==> src/rtl/cardinal_vc_router_pkg.sv <==
// -----------------------------------------------------------------------------
// cardinal_pkg
// Shared definitions for the cardinal_vc_router mesh node:
//   - port index constants (NIC, UP, DOWN, LEFT, RIGHT) and NUM_PORTS
//   - coordinate width helper and header field offset helpers
//   - route_t: result of XY routing for one flit
// -----------------------------------------------------------------------------
package cardinal_pkg;

    localparam int NUM_PORTS = 5;
    localparam int PORT_W    = 3;

    // Port order doubles as round-robin priority order.
    localparam int NIC   = 0;
    localparam int UP    = 1;
    localparam int DOWN  = 2;
    localparam int LEFT  = 3;
    localparam int RIGHT = 4;

    typedef struct packed {
        logic              valid;  // destination lies inside the mesh
        logic [PORT_W-1:0] port;   // output port chosen by XY routing
    } route_t;

    // Coordinate field width: wide enough for either mesh dimension, never 0.
    function automatic int cw_of(input int mesh_x, input int mesh_y);
        int w;
        w = ($clog2(mesh_x) > $clog2(mesh_y)) ? $clog2(mesh_x) : $clog2(mesh_y);
        return (w < 1) ? 1 : w;
    endfunction

    // dst_x sits directly below the VC bit, dst_y directly below dst_x.
    function automatic int dst_x_lsb(input int data_w, input int cw);
        return data_w - 1 - cw;
    endfunction

    function automatic int dst_y_lsb(input int data_w, input int cw);
        return data_w - 1 - 2 * cw;
    endfunction

endpackage

==> src/rtl/cardinal_vc_router_if.sv <==
// -----------------------------------------------------------------------------
// cardinal_vc_router_if
// Bundles the five router links (NIC, up, down, left, right) plus the global
// polarity indication. Per port P:
//   P_si/P_di : flit valid/data into the router
//   P_ri      : router input buffer ready
//   P_so/P_do : flit valid/data out of the router
//   P_ro      : downstream ready
// Modports: master = node/link side driving flits in, slave = router.
// -----------------------------------------------------------------------------
interface cardinal_vc_router_if #(
    parameter int DATA_W = 64
);
    logic              NIC_si,   up_si,   down_si,   left_si,   right_si;
    logic [DATA_W-1:0] NIC_di,   up_di,   down_di,   left_di,   right_di;
    logic              NIC_ri,   up_ri,   down_ri,   left_ri,   right_ri;
    logic              NIC_so,   up_so,   down_so,   left_so,   right_so;
    logic [DATA_W-1:0] NIC_do,   up_do,   down_do,   left_do,   right_do;
    logic              NIC_ro,   up_ro,   down_ro,   left_ro,   right_ro;
    logic              polarity_to_NIC;

    modport master (
        output NIC_si, up_si, down_si, left_si, right_si,
        output NIC_di, up_di, down_di, left_di, right_di,
        output NIC_ro, up_ro, down_ro, left_ro, right_ro,
        input  NIC_ri, up_ri, down_ri, left_ri, right_ri,
        input  NIC_so, up_so, down_so, left_so, right_so,
        input  NIC_do, up_do, down_do, left_do, right_do,
        input  polarity_to_NIC
    );

    modport slave (
        input  NIC_si, up_si, down_si, left_si, right_si,
        input  NIC_di, up_di, down_di, left_di, right_di,
        input  NIC_ro, up_ro, down_ro, left_ro, right_ro,
        output NIC_ri, up_ri, down_ri, left_ri, right_ri,
        output NIC_so, up_so, down_so, left_so, right_so,
        output NIC_do, up_do, down_do, left_do, right_do,
        output polarity_to_NIC
    );
endinterface

==> src/rtl/cardinal_rr_arb.sv <==
// -----------------------------------------------------------------------------
// cardinal_rr_arb
// Five-request round-robin arbiter with one-hot grant.
//   clk, reset : clock, asynchronous active-low reset
//   en         : arbitration allowed this cycle (right VC phase, output free)
//   req[4:0]   : requests indexed by input port (NIC=0 ... right=4)
//   gnt[4:0]   : one-hot grant, zero when en is low or nothing requests
// The pointer marks the highest-priority requester; after a grant it moves to
// grantee+1 (mod 5), and it holds while nothing is granted.
// -----------------------------------------------------------------------------
module cardinal_rr_arb
    import cardinal_pkg::*;
(
    input  logic                 clk,
    input  logic                 reset,
    input  logic                 en,
    input  logic [NUM_PORTS-1:0] req,
    output logic [NUM_PORTS-1:0] gnt
);
    logic [PORT_W-1:0] ptr, ptr_next;

    always_comb begin
        int   idx;
        logic found;
        // NOTE: every variable written here gets a default first so no path leaves it unassigned (no latch).
        idx      = 0;
        found    = 1'b0;
        gnt      = '0;
        ptr_next = ptr;
        for (int k = 0; k < NUM_PORTS; k++) begin
            idx = int'(ptr) + k;
            if (idx >= NUM_PORTS) idx = idx - NUM_PORTS;
            if (en && !found && req[idx]) begin
                found    = 1'b1;
                gnt[idx] = 1'b1;
                ptr_next = (idx == NUM_PORTS - 1) ? '0 : PORT_W'(idx + 1);
            end
        end
    end

    // NOTE: state registers use non-blocking assignment so all flops update together at the edge.
    always_ff @(posedge clk or negedge reset) begin
        if (!reset) ptr <= '0;
        else        ptr <= ptr_next;
    end
endmodule

==> src/rtl/cardinal_vc_router.sv <==
// -----------------------------------------------------------------------------
// cardinal_vc_router
// Five-port mesh router node with even/odd virtual channels, XY routing and
// per-output round-robin arbitration. Single-flit packets.
//   clk, reset : clock, asynchronous active-low reset
//   link       : cardinal_vc_router_if.slave (all five links + polarity_to_NIC)
//   flit_cnt   : only with CARDINAL_ROUTER_STATS_EN defined; entries 0..4 count
//                flits forwarded per output port, entry 5 counts dropped flits.
// A global polarity bit p toggles every cycle. Ingress and egress serve VC p;
// the switch moves VC !p from input buffers to output registers, so each
// buffer fills in one phase and drains in the other.
// -----------------------------------------------------------------------------
module cardinal_vc_router
    import cardinal_pkg::*;
#(
    parameter int DATA_W = 64,
    parameter int MESH_X = 4,
    parameter int MESH_Y = 4,
    parameter int X_POS  = 0,
    parameter int Y_POS  = 0
) (
    input logic                 clk,
    input logic                 reset,
    cardinal_vc_router_if.slave link
`ifdef CARDINAL_ROUTER_STATS_EN
    ,
    output logic [5:0][31:0]    flit_cnt
`endif
);
    localparam int CW    = cw_of(MESH_X, MESH_Y);
    localparam int X_LSB = dst_x_lsb(DATA_W, CW);
    localparam int Y_LSB = dst_y_lsb(DATA_W, CW);

    // Port-indexed views of the link bundle.
    logic [NUM_PORTS-1:0] si, ri, so, ro;
    logic [DATA_W-1:0]    di   [NUM_PORTS];
    logic [DATA_W-1:0]    dout [NUM_PORTS];

    assign si = {link.right_si, link.left_si, link.down_si, link.up_si, link.NIC_si};
    assign ro = {link.right_ro, link.left_ro, link.down_ro, link.up_ro, link.NIC_ro};
    assign di[NIC]   = link.NIC_di;
    assign di[UP]    = link.up_di;
    assign di[DOWN]  = link.down_di;
    assign di[LEFT]  = link.left_di;
    assign di[RIGHT] = link.right_di;

    assign {link.right_ri, link.left_ri, link.down_ri, link.up_ri, link.NIC_ri} = ri;
    assign {link.right_so, link.left_so, link.down_so, link.up_so, link.NIC_so} = so;
    assign link.NIC_do   = dout[NIC];
    assign link.up_do    = dout[UP];
    assign link.down_do  = dout[DOWN];
    assign link.left_do  = dout[LEFT];
    assign link.right_do = dout[RIGHT];

    // State: one single-entry buffer per input per VC, one register per output per VC.
    logic              polarity;
    logic              in_full  [NUM_PORTS][2];
    logic [DATA_W-1:0] in_data  [NUM_PORTS][2];
    logic              out_full [NUM_PORTS][2];
    logic [DATA_W-1:0] out_data [NUM_PORTS][2];

    logic sw_vc;  // VC being switched this cycle
    assign sw_vc = ~polarity;
    assign link.polarity_to_NIC = polarity;

    always_comb begin
        for (int p = 0; p < NUM_PORTS; p++) begin
            ri[p]   = ~in_full[p][polarity];
            so[p]   = out_full[p][polarity];
            dout[p] = out_data[p][polarity];
        end
    end

    // XY dimension-ordered routing; out-of-mesh destinations are flagged invalid.
    function automatic route_t route(input logic [CW-1:0] dx, input logic [CW-1:0] dy);
        route_t r;
        r.valid = 1'b1;
        r.port  = PORT_W'(NIC);
        if (int'(dx) >= MESH_X || int'(dy) >= MESH_Y) r.valid = 1'b0;
        else if (int'(dx) > X_POS)                    r.port  = PORT_W'(RIGHT);
        else if (int'(dx) < X_POS)                    r.port  = PORT_W'(LEFT);
        else if (int'(dy) > Y_POS)                    r.port  = PORT_W'(UP);
        else if (int'(dy) < Y_POS)                    r.port  = PORT_W'(DOWN);
        return r;
    endfunction

    logic [NUM_PORTS-1:0] req     [NUM_PORTS];  // req[out][in]
    logic [NUM_PORTS-1:0] gnt     [NUM_PORTS];  // gnt[out][in], active VC only
    logic [NUM_PORTS-1:0] gnt_vc  [NUM_PORTS][2];
    logic [NUM_PORTS-1:0] drop_in;
    logic [NUM_PORTS-1:0] taken;
    logic [DATA_W-1:0]    xbar    [NUM_PORTS];

    always_comb begin
        route_t r;
        for (int o = 0; o < NUM_PORTS; o++) req[o] = '0;
        drop_in = '0;
        for (int i = 0; i < NUM_PORTS; i++) begin
            r = route(in_data[i][sw_vc][X_LSB +: CW], in_data[i][sw_vc][Y_LSB +: CW]);
            if (in_full[i][sw_vc]) begin
                if (r.valid) req[r.port][i] = 1'b1;
                else         drop_in[i]     = 1'b1;
            end
        end
    end

    // One arbiter per output per VC; only the VC being switched may grant, and
    // only into an empty output register.
    for (genvar o = 0; o < NUM_PORTS; o++) begin : g_out
        for (genvar v = 0; v < 2; v++) begin : g_vc
            cardinal_rr_arb u_arb (
                .clk   (clk),
                .reset (reset),
                .en    ((sw_vc == 1'(v)) && !out_full[o][v]),
                .req   (req[o]),
                .gnt   (gnt_vc[o][v])
            );
        end
        assign gnt[o] = gnt_vc[o][sw_vc];
    end

    // Crossbar: one-hot grant selects the winning input buffer.
    always_comb begin
        taken = '0;
        for (int o = 0; o < NUM_PORTS; o++) begin
            xbar[o] = '0;
            for (int i = 0; i < NUM_PORTS; i++) begin
                if (gnt[o][i]) begin
                    xbar[o]  = xbar[o] | in_data[i][sw_vc];
                    taken[i] = 1'b1;
                end
            end
        end
    end

    always_ff @(posedge clk or negedge reset) begin
        if (!reset) begin
            polarity <= 1'b0;
            // NOTE: data storage is reset too, because the outputs must read 0 straight out of reset.
            for (int p = 0; p < NUM_PORTS; p++) begin
                for (int v = 0; v < 2; v++) begin
                    in_full[p][v]  <= 1'b0;
                    in_data[p][v]  <= '0;
                    out_full[p][v] <= 1'b0;
                    out_data[p][v] <= '0;
                end
            end
        end else begin
            polarity <= ~polarity;
            for (int p = 0; p < NUM_PORTS; p++) begin
                // Ingress: only flits tagged with the current polarity are taken.
                if (si[p] && ri[p] && (di[p][DATA_W-1] == polarity)) begin
                    in_full[p][polarity] <= 1'b1;
                    in_data[p][polarity] <= di[p];
                end
                if (taken[p] || drop_in[p]) in_full[p][sw_vc] <= 1'b0;
                // Egress handshake on the current VC.
                if (so[p] && ro[p]) out_full[p][polarity] <= 1'b0;
                if (|gnt[p]) begin
                    out_full[p][sw_vc] <= 1'b1;
                    out_data[p][sw_vc] <= xbar[p];
                end
            end
        end
    end

`ifdef CARDINAL_ROUTER_STATS_EN
    always_ff @(posedge clk or negedge reset) begin
        if (!reset) begin
            flit_cnt <= '0;
        end else begin
            for (int o = 0; o < NUM_PORTS; o++) begin
                if (|gnt[o]) flit_cnt[o] <= flit_cnt[o] + 32'd1;
            end
            flit_cnt[5] <= flit_cnt[5] + 32'($countones(drop_in));
        end
    end
`endif

endmodule
==> src/flat_wrapper.sv <==
// flat-port wrapper written by rule: the top's interface ports become plain ports
module cardinal_vc_router_flat import cardinal_pkg::*;
#(
    parameter int DATA_W = 64,
    parameter int MESH_X = 4,
    parameter int MESH_Y = 4,
    parameter int X_POS  = 0,
    parameter int Y_POS  = 0
)
  (clk, reset, link_NIC_si, link_up_si, link_down_si, link_left_si, link_right_si, link_NIC_di, link_up_di, link_down_di, link_left_di, link_right_di, link_NIC_ro, link_up_ro, link_down_ro, link_left_ro, link_right_ro, link_NIC_ri, link_up_ri, link_down_ri, link_left_ri, link_right_ri, link_NIC_so, link_up_so, link_down_so, link_left_so, link_right_so, link_NIC_do, link_up_do, link_down_do, link_left_do, link_right_do, link_polarity_to_NIC);
  cardinal_vc_router_if #(.DATA_W(DATA_W)) link_i ();
  input logic clk;
  input logic reset;
  input wire logic [$bits(link_i.NIC_si)-1:0] link_NIC_si;
  input wire logic [$bits(link_i.up_si)-1:0] link_up_si;
  input wire logic [$bits(link_i.down_si)-1:0] link_down_si;
  input wire logic [$bits(link_i.left_si)-1:0] link_left_si;
  input wire logic [$bits(link_i.right_si)-1:0] link_right_si;
  input wire logic [$bits(link_i.NIC_di)-1:0] link_NIC_di;
  input wire logic [$bits(link_i.up_di)-1:0] link_up_di;
  input wire logic [$bits(link_i.down_di)-1:0] link_down_di;
  input wire logic [$bits(link_i.left_di)-1:0] link_left_di;
  input wire logic [$bits(link_i.right_di)-1:0] link_right_di;
  input wire logic [$bits(link_i.NIC_ro)-1:0] link_NIC_ro;
  input wire logic [$bits(link_i.up_ro)-1:0] link_up_ro;
  input wire logic [$bits(link_i.down_ro)-1:0] link_down_ro;
  input wire logic [$bits(link_i.left_ro)-1:0] link_left_ro;
  input wire logic [$bits(link_i.right_ro)-1:0] link_right_ro;
  output wire logic [$bits(link_i.NIC_ri)-1:0] link_NIC_ri;
  output wire logic [$bits(link_i.up_ri)-1:0] link_up_ri;
  output wire logic [$bits(link_i.down_ri)-1:0] link_down_ri;
  output wire logic [$bits(link_i.left_ri)-1:0] link_left_ri;
  output wire logic [$bits(link_i.right_ri)-1:0] link_right_ri;
  output wire logic [$bits(link_i.NIC_so)-1:0] link_NIC_so;
  output wire logic [$bits(link_i.up_so)-1:0] link_up_so;
  output wire logic [$bits(link_i.down_so)-1:0] link_down_so;
  output wire logic [$bits(link_i.left_so)-1:0] link_left_so;
  output wire logic [$bits(link_i.right_so)-1:0] link_right_so;
  output wire logic [$bits(link_i.NIC_do)-1:0] link_NIC_do;
  output wire logic [$bits(link_i.up_do)-1:0] link_up_do;
  output wire logic [$bits(link_i.down_do)-1:0] link_down_do;
  output wire logic [$bits(link_i.left_do)-1:0] link_left_do;
  output wire logic [$bits(link_i.right_do)-1:0] link_right_do;
  output wire logic [$bits(link_i.polarity_to_NIC)-1:0] link_polarity_to_NIC;
  assign link_i.NIC_si = link_NIC_si;
  assign link_i.up_si = link_up_si;
  assign link_i.down_si = link_down_si;
  assign link_i.left_si = link_left_si;
  assign link_i.right_si = link_right_si;
  assign link_i.NIC_di = link_NIC_di;
  assign link_i.up_di = link_up_di;
  assign link_i.down_di = link_down_di;
  assign link_i.left_di = link_left_di;
  assign link_i.right_di = link_right_di;
  assign link_i.NIC_ro = link_NIC_ro;
  assign link_i.up_ro = link_up_ro;
  assign link_i.down_ro = link_down_ro;
  assign link_i.left_ro = link_left_ro;
  assign link_i.right_ro = link_right_ro;
  assign link_NIC_ri = link_i.NIC_ri;
  assign link_up_ri = link_i.up_ri;
  assign link_down_ri = link_i.down_ri;
  assign link_left_ri = link_i.left_ri;
  assign link_right_ri = link_i.right_ri;
  assign link_NIC_so = link_i.NIC_so;
  assign link_up_so = link_i.up_so;
  assign link_down_so = link_i.down_so;
  assign link_left_so = link_i.left_so;
  assign link_right_so = link_i.right_so;
  assign link_NIC_do = link_i.NIC_do;
  assign link_up_do = link_i.up_do;
  assign link_down_do = link_i.down_do;
  assign link_left_do = link_i.left_do;
  assign link_right_do = link_i.right_do;
  assign link_polarity_to_NIC = link_i.polarity_to_NIC;
  cardinal_vc_router #(.DATA_W(DATA_W), .MESH_X(MESH_X), .MESH_Y(MESH_Y), .X_POS(X_POS), .Y_POS(Y_POS)) u_core (.clk(clk), .reset(reset), .link(link_i));
endmodule
==> config.mk <==
export PLATFORM = sky130hd
export DESIGN_NAME = cardinal_vc_router_flat
export DESIGN_NICKNAME = d
export VERILOG_FILES = /design/src/rtl/cardinal_vc_router_pkg.sv /design/src/rtl/cardinal_vc_router_if.sv /design/src/rtl/cardinal_rr_arb.sv /design/src/rtl/cardinal_vc_router.sv /design/src/flat_wrapper.sv
export SDC_FILE = /design/constraint.sdc
export NUM_CORES = 2
export LEC_CHECK = 0
export CORE_MARGIN = 10
export CORE_UTILIZATION = 35
export CTS_CLUSTER_SIZE = 16
export DETAILED_ROUTE_END_ITERATION = 10
export GPL_ROUTABILITY_DRIVEN = 0
export SLEW_MARGIN = 20
export SYNTH_ARGS = -nofsm -noshare
export SYNTH_HDL_FRONTEND = slang
export SYNTH_SLANG_ARGS = --single-unit
==> constraint.sdc <==
create_clock -name clk -period 7.3 [get_ports clk]
set_clock_uncertainty 0.1 [all_clocks]
set_input_delay 1.46 -clock clk [delete_from_list [all_inputs] [get_ports clk]]
set_output_delay 1.46 -clock clk [all_outputs]
set_load 0.1 [all_outputs]
-- Word-level counts from Yosys, hierarchy flattened
Cells that the tools add are included.
- muxes and demuxes: 693
- add/sub/neg operators: 140
- bitwise operators: 99
- reductions and logical operators: 237
- magnitude comparators: 174
- equal/unequal tests: 55
- operators by type and width (kind ; number):
    64-bit 2-to-1 mux ; 57
    32-bit by 4-bit equality test with 1-bit output (second input constant) ; 50
    32-bit by 1-bit greater-or-equal comparator with 1-bit output (second input constant) ; 50
    32-bit by 5-bit < comparator with 1-bit output (second input constant) ; 50
    32-bit 2-to-1 mux ; 50
    128-bit bitwise mux ; 10
    64-bit bitwise OR ; 20
    5-bit 2-to-1 mux ; 66
    3-bit 2-to-1 mux ; 106
    1-bit 2-to-1 mux ; 268
    5-bit bitwise OR ; 40
    4-bit by 3-bit subtractor with 5-bit output (second input constant) ; 40
    1-bit logical AND ; 172
    4-bit by 3-bit greater-or-equal comparator with 1-bit output (second input constant) ; 40
    3-bit by 2-bit adder with 3-bit output (second input constant) ; 50
    1-bit binary-select mux with 3-bit select ; 50
    1-bit demux with 3-bit select ; 50
    64-bit demux with 1-bit select ; 2
    25-bit 2-to-1 mux ; 5
    25-bit bitwise OR ; 4
    3-bit by 2-bit adder with 4-bit output (second input constant) ; 20
    5-bit demux with 3-bit select ; 5
    1-bit zero test ; 50
    5-bit nonzero test ; 10
    other kinds (20) ; 133
- register bits after elaboration: 1331
- output and inout bits: 331
- logic and storage cells: 1449

-- Logic depth before layout (Yosys ltp)
- depth in word-level cells: 56
- depth in mapped cells: 21

-- By module
A second synthesis with hierarchy kept.
- cells, all modules: 8380
- area total of the unflattened synthesis: 88900.3 µm²
- modules (own cells, without submodules) (module ; seq. area each (µm²) ; area each (µm²) ; cells each ; instances):
    cardinal_vc_router ; 32556.2 ; 68341.8 ; 5525 ; 1
    cardinal_rr_arb (u_core.g_out[0].g_vc[0].u_arb ...) ; 75.1 ; 2064.5 ; 287 ; 9
    cardinal_rr_arb (u_core.g_out[4].g_vc[1].u_arb) ; 75.1 ; 1978.1 ; 272 ; 1

-- Worst setup path before layout
Ideal clock, no wire load.
- kind: register -> output
- start point: register u_core.polarity, in the netlist u_core.link.polarity_to_NIC
- end point: output port link_NIC_ri
- arrival time: 5.161 ns
- stages on the path, launching flop included: 13
- setup slack: 0.579 ns
- cell sequence: dfrtp_1 > buf_6 > buf_6 > buf_6 > buf_6 > clkbuf_1 > clkbuf_1 > clkbuf_1 > buf_2 > buf_2 > clkbuf_1 > clkbuf_1 > mux2i_1
- cells in the longest elaborated chain, start to end: 5
- RTL lines (element ; line ; source):
    start, declared ; cardinal_vc_router.sv:56 ; logic polarity;
    start signal, assigned ; cardinal_vc_router.sv:149 ; polarity <= ~polarity;
    1-bit inverter with 2-bit output (implied by the code) ; cardinal_vc_router.sv:68 ; ri[p] = ~in_full[p][polarity];
    1-bit 2-to-1 mux (implied by the code) (3 in series) ; cardinal_vc_router.sv:68 ;
    1-bit inverter ; cardinal_vc_router.sv:68 ;
    end, declared ; flat_wrapper.sv:29 ; output wire logic [$bits(link_i.NIC_ri)-1:0] link_NIC_ri;
Every way passes these cells. The select of a mux whose other input is x is not followed.

-- Worst setup path after layout
- start point: register u_core.polarity, in the netlist u_core.link.polarity_to_NIC
- end point: register u_core.out_data[633] in the netlist's numbering
- cells in the longest elaborated chain, start to end: 56
- elaborated cells between the ends (all ways): 194
- RTL lines (element ; line ; source):
    1-bit inverter ; cardinal_vc_router.sv:63 ; assign sw_vc = ~polarity;
    1-bit inverter with 2-bit output (implied by the code) ; -- ;
    64-bit 2-to-1 mux (implied by the code) (3 in series) ; cardinal_vc_router.sv:129 ; xbar[o] = xbar[o] | in_data[i][sw_vc];
    2-bit by 1-bit > comparator with 1-bit output ; cardinal_vc_router.sv:82 ; else if (int'(dy) > Y_POS) r.port = PORT_W'(UP);
    1-bit 2-to-1 mux ; cardinal_vc_router.sv:82 ;
    3-bit 2-to-1 mux ; cardinal_vc_router.sv:80 ; else if (int'(dx) > X_POS) r.port = PORT_W'(RIGHT);
    3-bit inverter with 4-bit output (implied by the code) ; cardinal_vc_router.sv:101 ; if (r.valid) req[r.port][i] = 1'b1;
    4-bit greater-or-equal comparator (implied by the code) or 4-bit by 1-bit < comparator with 1-bit output (tied branches) ; cardinal_vc_router.sv:101 ;
    [... 38 more ...] ; -- ;
    64-bit 2-to-1 mux ; cardinal_vc_router.sv:128 ; if (gnt[o][i]) begin
    64-bit bitwise OR ; cardinal_vc_router.sv:129 ;
    64-bit 2-to-1 mux ; cardinal_vc_router.sv:128 ;
    64-bit bitwise OR ; cardinal_vc_router.sv:129 ;
    64-bit 2-to-1 mux ; cardinal_vc_router.sv:128 ;
    64-bit bitwise OR ; cardinal_vc_router.sv:129 ;
    64-bit 2-to-1 mux ; cardinal_vc_router.sv:128 ;
    128-bit bitwise mux ; cardinal_vc_router.sv:161 ; out_data[p][sw_vc] <= xbar[p];
    end signal, assigned by index ; cardinal_vc_router.sv:161 ;
    end, declared ; cardinal_vc_router.sv:60 ; logic [DATA_W-1:0] out_data [NUM_PORTS][2];
Several ways; a longest one is shown, not always the timed one. The select of a mux whose other input is x is not followed.
A chain may end at the register's enable or synchronous reset.

==> out/qor.txt <==
run status -> completed
worst r2r src -> u_core.link.polarity_to_NIC
slew at the pin with the worst max-slew slack -> 1220 ps
Synth top area share -> 42.0%
Core Area -> 180000 sq um
DP HPWL -> 164000 um
asr flop ratio synth -> 100%
Synth Flop Type -> dfrtp_1
Sink Count -> 1063
vias -> 51292
Avg Inst Size Synth -> 10.6 sq um
Die Wd -> 445 um
reg-to-reg slack, setup -> 790 ps
vertical die dimension -> 445 um
maxcap violations -> 0
H-tree depth -> 3
CP Max Fanout -> 70
cell taking the most area after synthesis -> dfrtp_1
CTS Buf Count -> 115
CP Cell Sequence -> nor4b_2 -> o22ai_1 -> o22ai_1 -> a32o_1 -> nand2_1 -> o211ai_2 -> o21ba_2 -> o2bb2ai_4 -> buf_4 -> o22ai_1 -> a2111oi_0 -> mux2i_1
Final Hold Viols -> 0
unrepaired setup endpoints after global routing -> false
CP endpoint kind -> flip-flop
Synth Instances -> 5969
post-CTS setup buffers -> 0
number of core rows -> 156
initial antenna violation count -> 31
final worst slack -> 787 ps
max incr delay on CP -> 930 ps
Final setup viols -> 0
Initial Util -> 35.1%
#FFs+latches synth -> 1063
Post-synth EDFFs -> 0
Seq/Total Area, Yosys -> 42.0%
synth-to-layout area growth -> 17.7%
Worst Path Arrival -> 7030 ps
final WL -> 240000 um
io pins -> 663
synthesized area -> 63300 sq um
Detail Route Antenna Nets -> 0
period utilization -> 89.2%
DR pass1 iterations -> 8
Fmax -> 0.154 GHz
largest cells by area after synthesis -> dfrtp_1, mux2_2, mux2i_1
WP buf/inv -> 1
Fillers -> 17295
most common cell in the synthesized netlist -> dfrtp_1
Final min period -> 6510 ps
Clk Latency, worst-skew pair -> 790 ps
hold_sp -> u_core.in_data[191]
CTS tree -> built
post-CTS sizing -> 0
Synth Warn # -> 0
Place WS -> 1130 ps
DRC Markers -> 0
Hold Crit Class -> flip-flop to flip-flop
nets@finish -> 6814
Max clock buf depth -> 3
first-pass GRT wire length -> 348000 um
Slew Limit Fails -> 0
Worst Setup Start Kind -> flip-flop
Critical path origin -> u_core.link.polarity_to_NIC
Critical Path RT -> 7820 ps
Tot GR Track Use -> 23.2%
largest net degree at the start of global routing -> 174
CTS Hold Bufs -> 0
CTS Root Cell -> clkbuf_16
DIE AREA -> 198000 sq um
vias in the first global route -> 51471
Buffers on Ports -> 534
Top delay family on crit path -> compound AO/OA/AOI/OAI gates
DRT iter0 DRCs -> 4649
Slew HR -> 19.0%
count of unique library cells instantiated by Yosys -> 120
GR Overflow Total -> 0
final setup TNS -> 0 ps
clk slew on worst S/H paths -> 60 ps
Worst path slowest cell -> nor4b_2
commonest cells in the netlist -> dfrtp_1, mux2_2, mux2i_1, inv_1, o22ai_1
ratio of cells with drive above 1 in the final layout -> 18.7%
most frequent CP cell -> o22ai_1
WL/cell -> 27.2 um
WS Path Type -> flip-flop to flip-flop
Via-to-Cell Ratio -> 5.82
[routing by layer]
layer  wire (um)  track usage (%)  vias to the layer above
met5          88                0                        -
met4       15500             13.7                       16
met3       18800             4.84                      597
met2      111000             37.7                     2515
met1       94600             28.4                    25773
li1            -                -                    22391
[through the flow]
stage	area (sq um)	instances	utilization [%]	hold slack, ps
6_report	74500	8820	41.3	365
4_1_cts	74500	8804	41.3	366
2_1_floorplan	63800	6096	-	330
3_5_place_dp	70600	8589	39.1	353
3_3_place_gp	70600	8589	39.1	346
5_1_grt	74500	8819	41.3	387
[path summary, 6_finish.rpt]
check,end,depth (start not counted)
max,u_core.out_data[633],12
min,u_core.in_data[191],1
max reg2reg,u_core.out_data[633],12
min reg2reg,u_core.in_data[191],1
max in group asynchronous,u_core.link.polarity_to_NIC,2
min in group asynchronous,u_core.in_data[94],1
[final cells by class]
type                       count  area (sq um)  share of cell area, %
antenna                       16          40.0                 0.0537
sequential                  1063         26600                   35.7
timing repair buffer         638          6430                   8.63
inverter                     442          1660                   2.23
tap                         2370          2970                   3.98
clock inverter                44           534                  0.717
clock buffer                 171          3390                   4.55
multi-input combinational   4076         32900                   44.1
[kinds of logic after synthesis]
family | share of synthesized area, %
other | 0.00592
xor gates and xnor gates | 0.441
buffers and inverters | 7.11
AOI/OAI and AO/OA | 14.3
and+or+nand+nor | 8.54
DFF | 42.0
adders and majority gates | 2.96
muxes | 24.7
[placed cells by master, fill, tap and decap left out, types with 31 or more instances in the layout]
cell / netlist / routed
buf_4: 139 / 84
mux2_2: 787 / 787
o21ai_0: 213 / 212
nand2_1: 258 / 258
clkbuf_16: 0 / 116
nor2_1: 136 / 136
mux2i_1: 588 / 588
conb_1: 1 / 128
mux2_1: 76 / 76
a2111oi_0: 35 / 35
a21oi_1: 148 / 148
o22a_1: 91 / 91
clkdlybuf4s50_1: 0 / 522
dfrtp_1: 1063 / 1062
o211ai_1: 63 / 63
a211o_1: 48 / 48
nand3_1: 65 / 65
a211oi_1: 111 / 111
nor4_1: 71 / 71
and2_1: 35 / 35
o22ai_1: 268 / 268
nor2b_1: 31 / 31
inv_1: 433 / 433
nand2b_1: 43 / 43
nor3_1: 210 / 210
ha_1: 140 / 140
[registers in the layout (all words and copies together) (netlist names)]
| name | flops |
|---|---|
| u_core.g_out.g_vc.u_arb.ptr | 18 |
| u_core.out_full | 10 |
| u_core.out_data | 384 |
| u_core.link.polarity_to_NIC | 1 |
| u_core.in_full | 10 |
| u_core.in_data | 640 |
Power is not shown: default switching activity piles up to over one toggle a cycle in this logic, so the estimate is an artifact.
